===== src/rtl/mem_port_arbiter.sv =====
// Shared instruction/data memory port arbiter.
// Data has priority; a starvation counter eventually forces a fetch grant.
module mem_port_arbiter #(
    parameter int STARVE_LIMIT = 4,
    parameter int ADDR_W       = 32
) (
    input  logic              clk_i,
    input  logic              reset_i,
    input  logic              if_req_i,
    input  logic [ADDR_W-1:0] if_addr_i,
    input  logic              if_flush_i,
    input  logic              dm_req_i,
    input  logic              dm_we_i,
    input  logic [ADDR_W-1:0] dm_addr_i,
    input  logic [31:0]       dm_wdata_i,
    input  logic [2:0]        dm_width_i,
    output logic              mem_req_o,
    output logic              mem_we_o,
    output logic [ADDR_W-1:0] mem_addr_o,
    output logic [31:0]       mem_wdata_o,
    output logic [2:0]        mem_width_o,
    input  logic              mem_gnt_i,
    input  logic              mem_rvalid_i,
    input  logic [31:0]       mem_rdata_i,
    output logic              if_rvalid_o,
    output logic [31:0]       if_rdata_o,
    output logic              dm_rvalid_o,
    output logic [31:0]       dm_rdata_o,
    output logic              stall_f_req_o,
    output logic              stall_m_req_o
);

    typedef enum logic [1:0] {
        S_IDLE,
        S_REQ,
        S_WAIT
    } state_t;

    localparam logic [3:0] LP_LIM = 4'(STARVE_LIMIT);
    localparam logic [2:0] LP_WORD = 3'b010;

    state_t r_state;
    state_t w_state_nxt;

    logic              r_own_f;
    logic              r_drop;
    logic [3:0]        r_cnt;
    logic              r_mem_req;
    logic              r_mem_we;
    logic [ADDR_W-1:0] r_mem_addr;
    logic [31:0]       r_mem_wdata;
    logic [2:0]        r_mem_width;
    logic              r_if_rvalid;
    logic [31:0]       r_if_rdata;
    logic              r_dm_rvalid;
    logic [31:0]       r_dm_rdata;

    logic w_f_req;
    logic w_take;
    logic w_win_f;
    logic w_done;
    logic w_drop_now;

    // A fetch being redirected this cycle is not worth starting.
    assign w_f_req    = if_req_i & ~if_flush_i;
    assign w_take     = (r_state == S_IDLE) & (w_f_req | dm_req_i);
    assign w_win_f    = w_f_req & (~dm_req_i | (r_cnt == LP_LIM));
    assign w_done     = (r_state == S_WAIT) & mem_rvalid_i;
    assign w_drop_now = r_drop | if_flush_i;

    always_ff @(posedge clk_i or negedge reset_i) begin
        if (!reset_i) begin
            r_state <= S_IDLE;
        end else begin
            r_state <= w_state_nxt;
        end
    end

    always_comb begin
        w_state_nxt = r_state;
        case (r_state)
            S_IDLE: if (w_take) w_state_nxt = S_REQ;
            S_REQ:  if (mem_gnt_i) w_state_nxt = S_WAIT;
            S_WAIT: if (mem_rvalid_i) w_state_nxt = S_IDLE;
            default: w_state_nxt = S_IDLE;
        endcase
    end

    always_ff @(posedge clk_i or negedge reset_i) begin
        if (!reset_i) begin
            r_own_f     <= 1'b0;
            r_drop      <= 1'b0;
            r_cnt       <= '0;
            r_mem_req   <= 1'b0;
            r_mem_we    <= 1'b0;
            r_mem_addr  <= '0;
            r_mem_wdata <= '0;
            r_mem_width <= '0;
            r_if_rvalid <= 1'b0;
            r_if_rdata  <= '0;
            r_dm_rvalid <= 1'b0;
            r_dm_rdata  <= '0;
        end else begin
            r_if_rvalid <= 1'b0;
            r_dm_rvalid <= 1'b0;
            if (w_take) begin
                r_own_f     <= w_win_f;
                r_mem_req   <= 1'b1;
                r_mem_we    <= w_win_f ? 1'b0 : dm_we_i;
                r_mem_addr  <= w_win_f ? if_addr_i : dm_addr_i;
                r_mem_wdata <= w_win_f ? 32'h0 : dm_wdata_i;
                r_mem_width <= w_win_f ? LP_WORD : dm_width_i;
                if (w_win_f) begin
                    r_cnt <= '0;
                end else if (w_f_req && (r_cnt < LP_LIM)) begin
                    r_cnt <= r_cnt + 4'd1;
                end
            end
            if ((r_state == S_REQ) && mem_gnt_i) begin
                r_mem_req <= 1'b0;
            end
            if (w_done) begin
                r_drop <= 1'b0;
                if (!r_own_f) begin
                    r_dm_rvalid <= 1'b1;
                    r_dm_rdata  <= mem_rdata_i;
                end else if (!w_drop_now) begin
                    r_if_rvalid <= 1'b1;
                    r_if_rdata  <= mem_rdata_i;
                end
            end else if ((r_state != S_IDLE) && r_own_f && if_flush_i) begin
                r_drop <= 1'b1;
            end
        end
    end

    assign mem_req_o     = r_mem_req;
    assign mem_we_o      = r_mem_we;
    assign mem_addr_o    = r_mem_addr;
    assign mem_wdata_o   = r_mem_wdata;
    assign mem_width_o   = r_mem_width;
    assign if_rvalid_o   = r_if_rvalid;
    assign if_rdata_o    = r_if_rdata;
    assign dm_rvalid_o   = r_dm_rvalid;
    assign dm_rdata_o    = r_dm_rdata;
    assign stall_f_req_o = if_req_i & ~r_if_rvalid;
    assign stall_m_req_o = dm_req_i & ~r_dm_rvalid;

endmodule


===== config.mk =====
export PLATFORM = sky130hd
export DESIGN_NAME = mem_port_arbiter
export DESIGN_NICKNAME = d
export VERILOG_FILES = /design/src/rtl/mem_port_arbiter.sv
export SDC_FILE = /design/constraint.sdc
export NUM_CORES = 1
export LEC_CHECK = 0
export ABC_AREA = 1
export CAP_MARGIN = 25
export CORE_ASPECT_RATIO = 0.8
export CORE_MARGIN = 1
export CORE_UTILIZATION = 42
export DETAILED_ROUTE_END_ITERATION = 10
export PLACE_DENSITY = 0.85
export SETUP_SLACK_MARGIN = 0.3
export SLEW_MARGIN = 20
export SYNTH_ARGS = -nofsm -noshare
export SYNTH_HDL_FRONTEND = slang
export SYNTH_SLANG_ARGS = --single-unit

===== constraint.sdc =====
create_clock -name clk_i -period 1.75 [get_ports clk_i]
set_clock_uncertainty 0.1 [all_clocks]
set_input_delay 0.35 -clock clk_i [delete_from_list [all_inputs] [get_ports clk_i]]
set_output_delay 0.35 -clock clk_i [all_outputs]
set_load 0.01 [all_outputs]

==> qor.yml, run 1 <==
root_buffer: "sky130_fd_sc_hd__clkbuf_16"
crit_family: "simple AND/OR/NAND/NOR gates"
rows: 39
globalplace.congestion: 0.789
leakage_nw: 5.55
numClockSinks: 143
achievable-frequency_mhz: 633
report.final.setup_viol: 0
floorplan.die_area_um2: 15400
mappedNetlistArea_um2: 6270
clock_path_buffers: 2
drt-wirelength-per-cell_um: 17.4
setup-tns-final_ps: 0
start_util_pct: 43.4
die_h_um: 111
worst_slew_pin_slew_ps: 297
port_buffers: 275
number_of_flops_mapped_to_enable_cells_by_yosys: 0
post_layout_nonfiller_instances: 1235
timing.final.max_slew_violations: 0
final_core_util_pct: 73.9
synth_commonest_cells: "215 x sky130_fd_sc_hd__nand2_1, 143 x sky130_fd_sc_hd__dfrtp_1, 74 x sky130_fd_sc_hd__inv_1, 74 x sky130_fd_sc_hd__nand3_1, 41 x sky130_fd_sc_hd__nor2_1"
synth_largest_area_cell: "sky130_fd_sc_hd__dfrtp_1"
n_antenna_cell: 0
synth.net_count: 841
outcome: "complete, but fails checks"
grt_antenna_before_repair: 0
cellPowerDensity_nw_per_um2: 1450
number_of_optimization_iterations_in_the_first_detailed_route_pass: 8
synth_area_leaders: "sky130_fd_sc_hd__dfrtp_1 57%, sky130_fd_sc_hd__nand2_1 13%, sky130_fd_sc_hd__nand3_1 5.9%, sky130_fd_sc_hd__inv_1 4.4%, sky130_fd_sc_hd__nand3b_1 3.8%"
grt_pass1_wl_mm: 30.2
path_max_fanout: 5
floorplan.io_pins: 276
dpl.cell_count: 1143
floorplan.die.width_um: 139
detailed_place_hpwl_mm: 12.5
postSynth.topFlopCell: "sky130_fd_sc_hd__dfrtp_1"
critPathArrivalTime_ps: 1820
timing.reg2reg.setup_slack_ps: 170
final.setup.worst_slack_ps: 170
yosysWarningCount: 0
yosysMostFrequentCell: "sky130_fd_sc_hd__nand2_1"
gr-usage-met1_pct: 30.4
synth.yosys.seq_area_share_pct: 57.1
grt.overflow.total: 0
timing_hold_violations_final: 0
grt_pass1_vias: 5963
busiest_layer: "met2"
viasPerCell: 4.99
final_layout_size_suffix_gt1_share_pct: 36.9
post_dp_cell_area_um2: 9340
clk_pin_slew_ps: 70
syn_inst: 700
timing.setup.critical_path_class: "reg2reg"
syn_to_final_growth_pct: 70.3
placement.setup.worst_slack_ps: -276
total_routed_length_mm: 21.5
critical_path.max_stage_delay_ps: 450
final_cell_area_um2: 10700
grt.met2_usage_pct: 41.7
detail-route-antenna-nets: 0
cts_inserted_buffers: 17
timing.critical_path.to_type: "flip-flop"
synth_area_per_cell_um2: 8.96
rsz_0062_raised_after_global_routing: "yes"
r2r_cells: 7
bufs_and_invs_on_worst_path: 2
synth_top_cell_area_share_pct: 57.1
core_um2: 14400
design_power_total_mw: 15.5
clock_latency_ps: 420
violations_in_the_final_reports: "design-rule violations"
timing.critical_path.from_type: "flip-flop"
timing.max_slew.rel_slack_pct: 80.2
fin_worst_hold_slack_ps: 240
regToRegEndpoint: "if_rdata_o[7]"
min_path_type: "in2async"
initial_drc_count: 377
synthArstFlopShare_pct: 100
nNetsFinal: 1179
grtUsageMet3_pct: 8.55
cap_violations: 0
ys_seq_elements: 143
tritoncts: "done"
grt_util_all_layers_pct: 25.1
via_count: 6161
critical_path.cell_chain: "nor2_2 > nand2_2 > nor2_4 > buf_8 > clkbuf_16 > nor2_4 > a21oi_2"
final.period_utilization_pct: 90.3
yosysUniqueCellTypes: 21
worst_r2r_startpoint: "r_state[0]"
worst_path_most_repeated_cell: "sky130_fd_sc_hd__nor2_4"
ir_worst_vdd_uv: 1010
h-tree-depth: 4
critical-path-slowest-cell: "sky130_fd_sc_hd__dfrtp_1"
route.detailed.drc: 18
period_minus_slack_ps: 1580
grt_max_degree: 54
worst-endpoint-required_ps: 1990
==> state kept, by name (all words and copies together), names as in the netlist <==
signal,count
mem_req_o,1
dm_rdata_o,32
mem_addr_o,32
r_state,2
mem_width_o,3
r_drop,1
r_own_f,1
mem_wdata_o,32
mem_we_o,1
r_cnt,4
if_rdata_o,32
if_rvalid_o,1
dm_rvalid_o,1
==> final cells by class <==
cell class,count,area (um^2)
inverters,77,292
multi-input cells,439,2630
fillers,1036,3770
clock buffers,19,443
flip-flops and latches,143,3580
well taps,184,230
repair buffers,360,3350
clock inverters,13,153
==> how the worst max path moves through the flow <==
| stage | start | end | slack (ps) | cells past startpoint |
|---|---|---|---|---|
| 3_5_place_dp | dm_req_i | stall_m_req_o | -280 | 4 |
| 5_1_grt | r_state[0] | if_rdata_o[7] | 120 | 7 |
| 2_1_floorplan | r_cnt[0] | mem_addr_o[30] | 330 | 9 |
| 3_3_place_gp | dm_req_i | stall_m_req_o | -280 | 4 |
| 4_1_cts | r_cnt[0] | mem_addr_o[18] | 200 | 10 |
| 6_report | r_state[0] | if_rdata_o[7] | 170 | 7 |
==> routing by layer <==
| layer | wire, um | share of wire [%] | vias to the layer above |
|---|---|---|---|
| li1 | - | - | 2880 |
| met1 | 8850 | 41 | 2989 |
| met2 | 10400 | 49 | 264 |
| met3 | 1860 | 8.6 | 28 |
| met4 | 365 | 1.7 | 0 |
| met5 | 0 | 0 | - |
==> kinds of logic (layout without fill, tap and decap cells) <==
logic type	Yosys count	in the layout	synth area share, %
DFF	143	143	57.1
buffers and inverters	118	469	8.90
adders and majority gates	2	2	0.399
and+or+nand+nor	366	366	25.5
AOI/OAI and AO/OA	70	70	8.02
xor gates and xnor gates	1	1	0.140
==> power breakdown <==
| part | total (mW) | internal, mW | switching (mW) |
|---|---|---|---|
| combinational | 6.41 | 2.93 | 3.48 |
| sequential | 5.41 | 4.63 | 0.779 |
| clock | 3.68 | 2.17 | 1.51 |
| total | 15.5 | 9.74 | 5.76 |
==> cell usage in the layout, fill, tap and decap left out, drive strengths merged <==
cell type / n
o31ai: 1
inv: 82
nor2: 42
o21ai: 34
clkinv: 4
nand3: 74
buf: 208
xor2: 1
ha: 2
dlygate4sd2: 2
nand2: 218
nand3b: 32
dfrtp: 143
dlygate4sd3: 1
a21oi: 35
clkdlybuf4s50: 135
clkbuf: 33
bufinv: 2
clkinvlp: 2
==> what timing repair did <==
action / CTS / global route
cloned: 4 / 18
pin swaps: 5 / 49
hold endpoints to repair: 132 / 0
setup buffers: 25 / 12
resized for setup: 569 / 136
endpoints found under the setup margin: 208 / 137
hold buffers: 1 / 0
==> worst register-to-register path: cells and delay by family (launching register included) <==
family | cells | cell delay [ps]
flip-flops | 1 | 450
AO/OA/AOI/OAI | 1 | 110
buffers and inverters | 2 | 350
AND/OR/NAND/NOR | 4 | 480
No activity file was read; power rests on OpenSTA's default activity.
==> inputs of run 2 (changes only) <==
--- a/config.mk
+++ b/config.mk
@@ -12,6 +12,7 @@
 export CORE_UTILIZATION = 42
 export DETAILED_ROUTE_END_ITERATION = 10
 export PLACE_DENSITY = 0.85
+export RECOVER_POWER = 25
 export SETUP_SLACK_MARGIN = 0.3
 export SLEW_MARGIN = 20
 export SYNTH_ARGS = -nofsm -noshare
==> run 2 against run 1 <==
  * The run still ends with design-rule violations left
  * Critical path type unchanged
  * Core utilization fell by 0.11 points
  * Sequential cell count did not move
  * Global-route usage unchanged
  * Largest power group unchanged
  * Clock power is essentially flat
  * First-iteration DRC count fell by 2.9%
  * Die area is the same
  * Register-to-register slack gained 20 ps
  * Count of clock-buffer cells in the layout did not move
  * Wire length is 0.18% higher
  * Combinational power about the same
==> qor.yml, run 2 (same netlist as run 1, synthesis figures left out) <==
final_layout_size_suffix_gt1_share_pct: 36.9
clk_pin_slew_ps: 70
fin_worst_hold_slack_ps: 360
number_of_optimization_iterations_in_the_first_detailed_route_pass: 9
globalplace.congestion: 0.789
design_power_total_mw: 15.5
initial_drc_count: 366
grt.met2_usage_pct: 41.7
rsz_0062_raised_after_global_routing: "yes"
drt-wirelength-per-cell_um: 17.5
bufs_and_invs_on_worst_path: 2
critPathArrivalTime_ps: 1800
timing.final.max_slew_violations: 0
clock_latency_ps: 420
cellPowerDensity_nw_per_um2: 1450
timing.critical_path.from_type: "flip-flop"
achievable-frequency_mhz: 641
numClockSinks: 143
port_buffers: 275
commonest_cells_after_routing_fill_and_taps_aside: "199 x sky130_fd_sc_hd__nand2_1, 143 x sky130_fd_sc_hd__dfrtp_1, 136 x sky130_fd_sc_hd__buf_2"
start_util_pct: 43.4
worst_path_most_repeated_cell: "sky130_fd_sc_hd__nor2_4"
timing.max_slew.rel_slack_pct: 60.6
crit_family: "simple AND/OR/NAND/NOR gates"
timing.setup.critical_path_class: "reg2reg"
min_path_type: "in2async"
busiest_layer: "met2"
syn_to_final_growth_pct: 70.0
commonest_non_fill_non_tap_cell_in_the_layout: "sky130_fd_sc_hd__nand2_1"
final.period_utilization_pct: 89.2
root_buffer: "sky130_fd_sc_hd__clkbuf_16"
worst_r2r_startpoint: "r_state[0]"
final.setup.worst_slack_ps: 189
grt_pass1_wl_mm: 30.2
dpl.cell_count: 1143
viasPerCell: 4.99
period_minus_slack_ps: 1560
path_max_fanout: 5
cp_num_cells: 7
tritoncts: "done"
h-tree-depth: 4
grt_pass1_vias: 5963
fillerInstances: 1042
ir_worst_vdd_uv: 1010
nNetsFinal: 1179
timing_hold_violations_final: 0
timing.critical_path.to_type: "flip-flop"
detailed_place_hpwl_mm: 12.5
grt.overflow.total: 0
critical_path.cell_chain: "nor2_2 > nand2_2 > nor2_4 > buf_8 > clkbuf_16 > nor2_4 > a21oi_2"
floorplan.io_pins: 276
n_antenna_cell: 0
timing.reg2reg.setup_slack_ps: 190
critical_path.max_stage_delay_ps: 450
violations_in_the_final_reports: "design-rule violations"
route.detailed.drc: 18
r2r_cells: 7
post_layout_nonfiller_instances: 1235
total_routed_length_mm: 21.6
die_h_um: 111
critical-path-slowest-cell: "sky130_fd_sc_hd__dfrtp_1"
floorplan.die_area_um2: 15400
worst-endpoint-required_ps: 1990
grtUsageMet3_pct: 8.55
regToRegEndpoint: "if_rdata_o[7]"
grt_antenna_before_repair: 0
rows: 39
cap_violations: 0
grt_util_all_layers_pct: 25.1
core_um2: 14400
floorplan.die.width_um: 139
detail-route-antenna-nets: 0
report.final.setup_viol: 0
final_core_util_pct: 73.8
cts_inserted_buffers: 17
via_count: 6165
leakage_nw: 5.54
outcome: "complete, but fails checks"
worst_slew_pin_slew_ps: 592
placement.setup.worst_slack_ps: -276
grt_max_degree: 54
gr-usage-met1_pct: 30.4
clock_path_buffers: 2
[run 2: routing by layer]
layer / part of all wire, % / vias up
li1: - / 2877
met1: 41 / 2997
met2: 49 / 265
met3: 8.5 / 26
met4: 1.6 / 0
met5: 0 / -
[run 2: layout make-up]
| cell class | count | area, um^2 | share of cell area [%] |
|---|---|---|---|
| timing repair buffer | 360 | 3330 | 31.3 |
| tap | 184 | 230 | 2.16 |
| multi-input combinational | 439 | 2630 | 24.7 |
| inverter | 77 | 290 | 2.72 |
| clock buffer | 19 | 443 | 4.16 |
| sequential | 143 | 3580 | 33.6 |
| clock inverter | 13 | 153 | 1.43 |
[run 2: where the power goes]
part           internal, mW  switching [mW]
Sequential             4.63           0.778
Combinational          2.93            3.48
Clock                  2.17            1.50
[run 2: through the flow]
step                      instance area (um^2)  setup TNS, ps
after floorplan                           6270              0
after global placement                    9340          -6740
after detailed placement                  9340          -8280
after CTS                                 9670              0
after global routing                     10700              0
final                                    10700              0
[run 2: how the worst max path moves through the flow]
| stage | startpoint | endpoint | slack, ps |
|---|---|---|---|
| 2_1_floorplan | r_cnt[0] | mem_addr_o[30] | 330 |
| 3_3_place_gp | dm_req_i | stall_m_req_o | -280 |
| 3_5_place_dp | dm_req_i | stall_m_req_o | -280 |
| 4_1_cts | r_cnt[0] | mem_addr_o[18] | 200 |
| 5_1_grt | reset_i | dm_rdata_o[4] | 110 |
| 6_report | r_state[0] | if_rdata_o[7] | 190 |
[run 2: what timing repair did]
action                     CTS  global route
setup endpoints to repair  208           137
buffers inserted            25            12
pin swaps                    5            49
resized for setup          569           136
hold buffers                 1             0
hold endpoints to repair   132             0
cloned                       4            18
